$ cat src/rtl/rnn_weight_streamer.sv
// Writable ROWS x COLS weight store that replays one row
// as a valid/ready stream toward the MAC datapath.
module rnn_weight_streamer #(
  parameter int ROWS  = 4,
  parameter int COLS  = 32,
  parameter int WIDTH = 16,
  localparam int RW   = $clog2(ROWS),
  localparam int CW   = $clog2(COLS)
) (
  input  logic             clk,
  input  logic             rst_n,
  input  logic             wr_en,
  input  logic [RW-1:0]    wr_row,
  input  logic [CW-1:0]    wr_col,
  input  logic [WIDTH-1:0] wr_data,
  output logic             wr_err,
  input  logic             start,
  input  logic [RW-1:0]    row,
  output logic             busy,
  output logic             w_valid,
  input  logic             w_ready,
  output logic [WIDTH-1:0] w_data,
  output logic [CW-1:0]    w_col,
  output logic             w_last,
  output logic             done
);

  typedef enum logic [1:0] {
    S_IDLE,
    S_STREAM,
    S_DONE
  } state_t;

  localparam logic [RW:0]   ROWS_L  = (RW+1)'(ROWS);
  localparam logic [CW:0]   COLS_L  = (CW+1)'(COLS);
  localparam logic [CW-1:0] COL_MAX = CW'(COLS - 1);

  state_t state_q, state_d;
  logic [RW-1:0] row_q, row_d;
  logic [CW-1:0] col_q, col_d;
  logic          wr_err_q, wr_err_d;
  logic [WIDTH-1:0] mem_q [ROWS][COLS];
  logic [WIDTH-1:0] mem_d [ROWS][COLS];

  logic row_ok;
  logic wr_idx_ok;
  logic wr_hit;
  logic wr_ok;

  assign row_ok    = {1'b0, row} < ROWS_L;
  assign wr_idx_ok = ({1'b0, wr_row} < ROWS_L)
                   && ({1'b0, wr_col} < COLS_L);
  // The row being streamed is frozen so w_data cannot change under a beat
  assign wr_hit    = busy && (wr_row == row_q);
  assign wr_ok     = wr_en && wr_idx_ok && !wr_hit;

  always_comb begin
    state_d  = state_q;
    row_d    = row_q;
    col_d    = col_q;
    wr_err_d = wr_en && !wr_ok;
    mem_d    = mem_q;
    if (wr_ok) mem_d[wr_row][wr_col] = wr_data;
    unique case (state_q)
      S_IDLE: begin
        if (start && row_ok) begin
          row_d   = row;
          col_d   = '0;
          state_d = S_STREAM;
        end
      end
      S_STREAM: begin
        if (w_ready) begin
          if (col_q == COL_MAX) begin
            col_d   = '0;
            state_d = S_DONE;
          end else begin
            col_d = col_q + 1'b1;
          end
        end
      end
      S_DONE:  state_d = S_IDLE;
      default: state_d = S_IDLE;
    endcase
  end

  always_ff @(posedge clk or negedge rst_n) begin
    if (!rst_n) begin
      state_q  <= S_IDLE;
      row_q    <= '0;
      col_q    <= '0;
      wr_err_q <= 1'b0;
      for (int r = 0; r < ROWS; r++)
        for (int c = 0; c < COLS; c++)
          mem_q[r][c] <= '0;
    end else begin
      state_q  <= state_d;
      row_q    <= row_d;
      col_q    <= col_d;
      wr_err_q <= wr_err_d;
      mem_q    <= mem_d;
    end
  end

  assign w_valid = (state_q == S_STREAM);
  assign busy    = (state_q != S_IDLE);
  assign done    = (state_q == S_DONE);
  assign wr_err  = wr_err_q;
  assign w_data  = w_valid ? mem_q[row_q][col_q] : '0;
  assign w_col   = w_valid ? col_q : '0;
  assign w_last  = w_valid && (col_q == COL_MAX);

endmodule

$ cat config.mk
export PLATFORM = sky130hd
export DESIGN_NAME = rnn_weight_streamer
export DESIGN_NICKNAME = d
export VERILOG_FILES = /design/src/rtl/rnn_weight_streamer.sv
export SDC_FILE = /design/constraint.sdc
export NUM_CORES = 2
export LEC_CHECK = 0
export CORE_MARGIN = 3
export CORE_UTILIZATION = 60
export CTS_CLUSTER_SIZE = 24
export DETAILED_ROUTE_END_ITERATION = 6
export GPL_TIMING_DRIVEN = 0
export PLACE_DENSITY = 0.74
export SLEW_MARGIN = 40
export SYNTH_ARGS = -nofsm -noshare
export SYNTH_HDL_FRONTEND = slang
export SYNTH_SLANG_ARGS = --single-unit
$ cat constraint.sdc
create_clock -name clk -period 3.3 [get_ports clk]
set_input_delay 0.33 -clock clk [delete_from_list [all_inputs] [get_ports clk]]
set_output_delay 0.33 -clock clk [all_outputs]
set_load 0.03 [all_outputs]
[Yosys cells after proc, flatten, opt, wreduce, memory -nomap -nowiden]
Cells that the tools add are included.
Word-level totals
  register bits: 2058
  word-level logic and storage cells: 185
  input port bits: 30
  output and inout port bits: 26
Operators by class
  eq/ne operators: 7
  order comparisons: 6
  mux-type cells: 21
  bitwise operators: 4
  $add $sub $neg: 1
  reduce and logical (&&, ||, !) cells: 14
Operator list (number)
  $bwmux W2048: 1
  $mux W512: 3
  $bmux W512 S2: 1
  $demux W512 S2: 1
  $bmux W16 S5: 1
  $demux W16 S5: 1
  $mux W16: 4
  $mux W5: 4
  $ge A6 B6 Y1 const B: 2
  $not A5 Y6: 2
  $pmux W5 S2: 1
  $ge A3 B3 Y1 const B: 2
  $logic_and A1 B1 Y1: 6
  $lt A6 B1 Y1 const B: 1
  $mux W2: 3
  $not A2 Y3: 2
  $reduce_and A3 Y1: 2
  $add A5 B1 Y5 const B: 1
  $eq A5 B5 Y1 const B: 1
  $ne A2 B1 Y1 const B: 2
  $pmux W2 S2: 1
  $reduce_bool A2 Y1: 2
  $lt A3 B1 Y1 const B: 1
  $eq A2 B1 Y1 const B: 1
  6 further kinds: 7

[Depth between registers and ports, before layout]
  word-level depth: 8
  mapped depth: 13
  gate-level depth less buffers: 7

[Least setup slack after synthesis]
OpenSTA, ideal clock, no wires.
  path kind: register to output
  start: reg row_q[0]
  end: out w_data[7]
  slack: 0.320 ns
  required time: 2.970 ns
  arrival time: 2.650 ns
  cell stages (with the launch flop): 13
  buffers on the path: 6
  cells stage by stage: dfrtp_1 > buf_6 > buf_6 > buf_6 > buf_6 > buf_4 > buf_6 > mux2i_1 > o221ai_1 > a21oi_1 > a211oi_1 > nor3_1 > o21ai_0
Between the ends
  word-level cells in the longest chain between the ends: 8
Ends and longest elaborated chain
  from (decl): line 39  | logic [RW-1:0] row_q, row_d;
  from (signal assigned): line 98  | row_q <= row_d;
  $not A2 Y3 (implied by the code): line 109  | assign w_data = w_valid ? mem_q[row_q][col_q] : '0;
  $bmux W512 S2: line 109
  $mux W512 (implied by the code) (2 in a row): line 109
  $bmux W16 S5: line 109
  $mux W16 (implied by the code) (2 in a row): line 109
  $mux W16: line 109
  to (decl): line 22  | output logic [WIDTH-1:0] w_data,
Every way passes these cells. The select of a mux whose other input is x is not followed.

[Worst setup path after layout]
  start: reg col_q[1]
  end: out w_data[0]
Between the ends
  word-level cells in the longest chain between the ends: 5
Ends and longest elaborated chain
  from (decl): line 40  | logic [CW-1:0] col_q, col_d;
  from (signal assigned): line 99  | col_q <= col_d;
  $not A5 Y6 (implied by the code): line 109
  $bmux W16 S5: line 109
  $mux W16 (implied by the code) (2 in a row): line 109
  $mux W16: line 109
Every way passes these cells. The select of a mux whose other input is x is not followed.

==> metrics.txt <==
Synth top area share 54.7%; FP Rows 144; Die Height ~400 µm; Syn Area/Cell approximately 16 µm²; Die W between 400 and 500 µm; RSZ-0062 raised after global routing yes; Final Hold Fails 0; post-place setup slack -3400 ps; initial DRC count ~10000; # setup viols final 21; CTS tree done; clk_skew 35.9 ps; Synth Warn # 0; Min Hold Slack 78.7 ps; Crit. Startpoint col_q[1]$_DFFE_PN0P_; leak pwr about 53 nW; Max clock buf depth 3; Synth cell types 54; Startpoint Class register; crit path max fanout 11; hold_sp wr_en; core footprint approximately 150000 µm²; Final Cell Area about 110000 µm²; Seq. cell area ~50000 µm²; total global-route track usage 49.2%; Initial DRT Pass Iterations 7; fin cells around 9000; Port Buffer Count 37; Post-DRT Antenna Nets 0; drt wl/cell approximately 45 µm; Comb power frac 26.8%; Final Max Tran Viols 0; vias in the first global route around 64000; RD Place Congestion approximately 1; via count of the routed design approximately 66000; Synth area leader dfrtp_1; VDD IR max 0.617 mV; max cap viols 0; Area Growth Syn to Fin 21.0%; path category of the worst min-delay check in -> reg; Post-DP Area between 90000 and 100000 µm²; # DRC 26; P_sw between 20 and 25 mW; Synth Instances slightly below 6000; count of state elements after synthesis between 2000 and 2500; synth top area cells dfrtp_1, mux2_2, mux4_2; run status complete, but fails checks; Slew headroom a little under a third; failing checks design-rule violations, negative setup slack; critical path arrival about 4200 ps; CP Class reg -> out; num ports 56; dpl hpwl around 270000 µm; switching portion of total power 32.6%; pin count of the biggest net entering global routing between 100 and 150; clock transition at the registers of the reported paths ~70 ps; Synth Flop Type dfrtp_1; number of vias per cell around 7.4; worst setup margin -1260 ps; die area roughly 160000 µm²; worst-skew pair later-pin latency 870 ps; Mapped Nets a little under 6000; critical path endpoint category output port; fin util 73.4%; antenna violations before repair 54; layout cells sized above 1 ~60%; Crit path required time ~3000 ps; Post-synth EDFFs 0; fill count about 9400; initial core utilization 60.7%; sequential share of the synthesized area 54.7%; Num CTS Buffers slightly above 200; grt total ovfl 0; clock sinks 2058; Internal Power a little under 50 mW; register share of total power between 30% and 40%; Pwr Density 641 nW/µm²; fmax approximately 220 MHz; Root Driver clkbuf_16; Final Cycle Share 138%; Placed Cells about 8000; drt total wl about 400000 µm; H-tree depth 4; asr flop ratio synth between 90% and 100%; first-pass GRT wire length approximately 540000 µm; Worst-Margin Slew about 1000 ps; area of the multi-input gates 41500 µm²; Layout Nets 6631; Cell Area, Synth about 94000 µm²; clock share of power 34.3%; Min Clock Period, post-route approximately 4600 ps; r2r startpoint row_q[0]$_DFFE_PN0P_
==> routing by layer <==
metal / track usage (%) / wire, µm / vias up
met3: 25.2 / 65200 / 1599
met4: 35.3 / 36700 / 34
met2: 64.6 / 160000 / 5775
met1: 62.4 / 137000 / 34700
li1: - / - / 23400
met5: 0.535 / 605 / -
==> final timing paths <==
kind / depth (start not counted) / slack [ps] / end
max: 10 / -1260 / w_data[0]
min: 2 / 80 / wr_err$_DFF_PN0_
max reg2reg: 12 / 30 / mem_q[25]$_DFFE_PN0P_
min reg2reg: 1 / 500 / mem_q[945]$_DFFE_PN0P_
max in group asynchronous: 8 / 390 / mem_q[873]$_DFFE_PN0P_
min in group asynchronous: 3 / 180 / mem_q[1248]$_DFFE_PN0P_
==> cells in the final DEF (no fill, tap or decap), types with 9 or more instances in the layout <==
master,Yosys,routed
nor2_1,144,27
clkbuf_4,0,41
mux2i_1,119,91
nand3_1,16,12
mux4_2,555,555
a21oi_1,36,26
a21oi_2,0,10
buf_16,0,98
mux2i_4,0,12
buf_8,2,23
nor2b_1,21,20
clkinv_2,0,39
diode_2,0,49
nor3_1,10,10
buf_6,33,63
clkbuf_2,0,51
mux2i_2,0,16
dfrtp_1,2058,2057
nand2_2,0,9
nand2_1,107,97
buf_4,24,390
clkbuf_16,0,221
clkbuf_8,0,70
o21ai_0,26,18
bufinv_16,0,20
a22oi_1,16,13
clkbuf_1,279,224
clkdlybuf4s50_1,0,15
buf_2,192,37
buf_12,0,103
mux2_2,2069,2068
o211ai_1,12,12
nor2_4,0,129
==> kinds of logic after synthesis <==
group,after synthesis,share of synthesized area [%]
XOR/XNOR,2,0.0186
AO/OA/AOI/OAI,180,1.30
adder cells (fa/ha/maj),2,0.0266
AND/OR/NAND/NOR,359,1.71
flip-flops,2058,54.7
buffers and inverters,560,2.87
multiplexers,2743,39.3
==> power by group through the flow <==
stage | Clock, mW | Combinational [mW] | Sequential (mW)
after detailed placement | 0 | 15.4 | 28.7
after global placement | 0 | 14.0 | 28.8
final | 25.0 | 19.6 | 28.3
after CTS | 24.8 | 17.9 | 28.2
after global routing | 25.9 | 19.2 | 28.5
after floorplan | 0 | 7.12 | 28.3
==> cell type report <==
class                   instances  area share (%)
flip-flops and latches       2058            45.3
multi-input cells            3286            36.5
clock buffers                 307            5.46
repair buffers                491            5.10
plain buffers                 548            4.49
well taps                    2044            2.25
clock inverters                69           0.780
diodes                         49           0.108
inverters                       7          0.0308
==> sequential cells by signal, summed over array words and instances, names as in the netlist <==
name	cells
wr_err	1
row_q	2
mem_q	2048
col_q	5
state_q	2
==> stage by stage <==
| stage | TNS [ps] | total power [mW] |
|---|---|---|
| 2_1_floorplan | 0 | 35.4 |
| 3_5_place_dp | -808510 | 44.1 |
| 3_3_place_gp | - | 42.8 |
| 5_1_grt | -18050 | 73.6 |
| 4_1_cts | -17920 | 71.0 |
| 6_report | -18580 | 72.9 |
==> what timing repair did <==
item	4_1_cts	5_1_grt
buffers inserted	190	199
resized for setup	956	128
pin swaps	73	71
hold buffers	3	0
hold endpoints to repair	402	0
setup endpoints to repair	1856	1040
gates cloned	8	1
==> synthesized netlist by cell type (3+ instances only) <==
| cell type | n |
|---|---|
| and2_1 | 6 |
| dfrtp_1 | 2058 |
| nor2_1 | 144 |
| nand3_1 | 16 |
| a21oi_1 | 36 |
| o211ai_1 | 12 |
| a31oi_1 | 11 |
| nor3b_1 | 4 |
| nor3_1 | 10 |
| buf_1 | 23 |
| o311ai_1 | 3 |
| nand2_1 | 107 |
| o2111ai_1 | 3 |
| a22oi_1 | 16 |
| mux4_2 | 555 |
| a2111oi_0 | 3 |
| o22ai_1 | 13 |
| nor2b_1 | 21 |
| clkbuf_1 | 279 |
| inv_1 | 6 |
| mux2i_1 | 119 |
| nor2_2 | 20 |
| o21ai_1 | 3 |
| mux2_2 | 2069 |
| nand2b_1 | 8 |
| buf_6 | 33 |
| o221ai_1 | 14 |
| a221oi_1 | 7 |
| or2_2 | 6 |
| buf_4 | 24 |
| a221o_1 | 4 |
| o21ai_0 | 26 |
| a211oi_1 | 15 |
| nand4_1 | 4 |
| and3_1 | 4 |
| nand3b_1 | 3 |
| buf_2 | 192 |
==> worst max-delay path: stages, from the launching register on <==
cell,delay (ps)
dfrtp_2,540
buf_12,320
buf_12,320
clkbuf_4,370
buf_16,210
clkbuf_4,350
buf_8,230
a21oi_1,160
o21ai_2,400
o22ai_4,210
buf_6,190
Note: power is estimated with default switching activity, not from simulation.
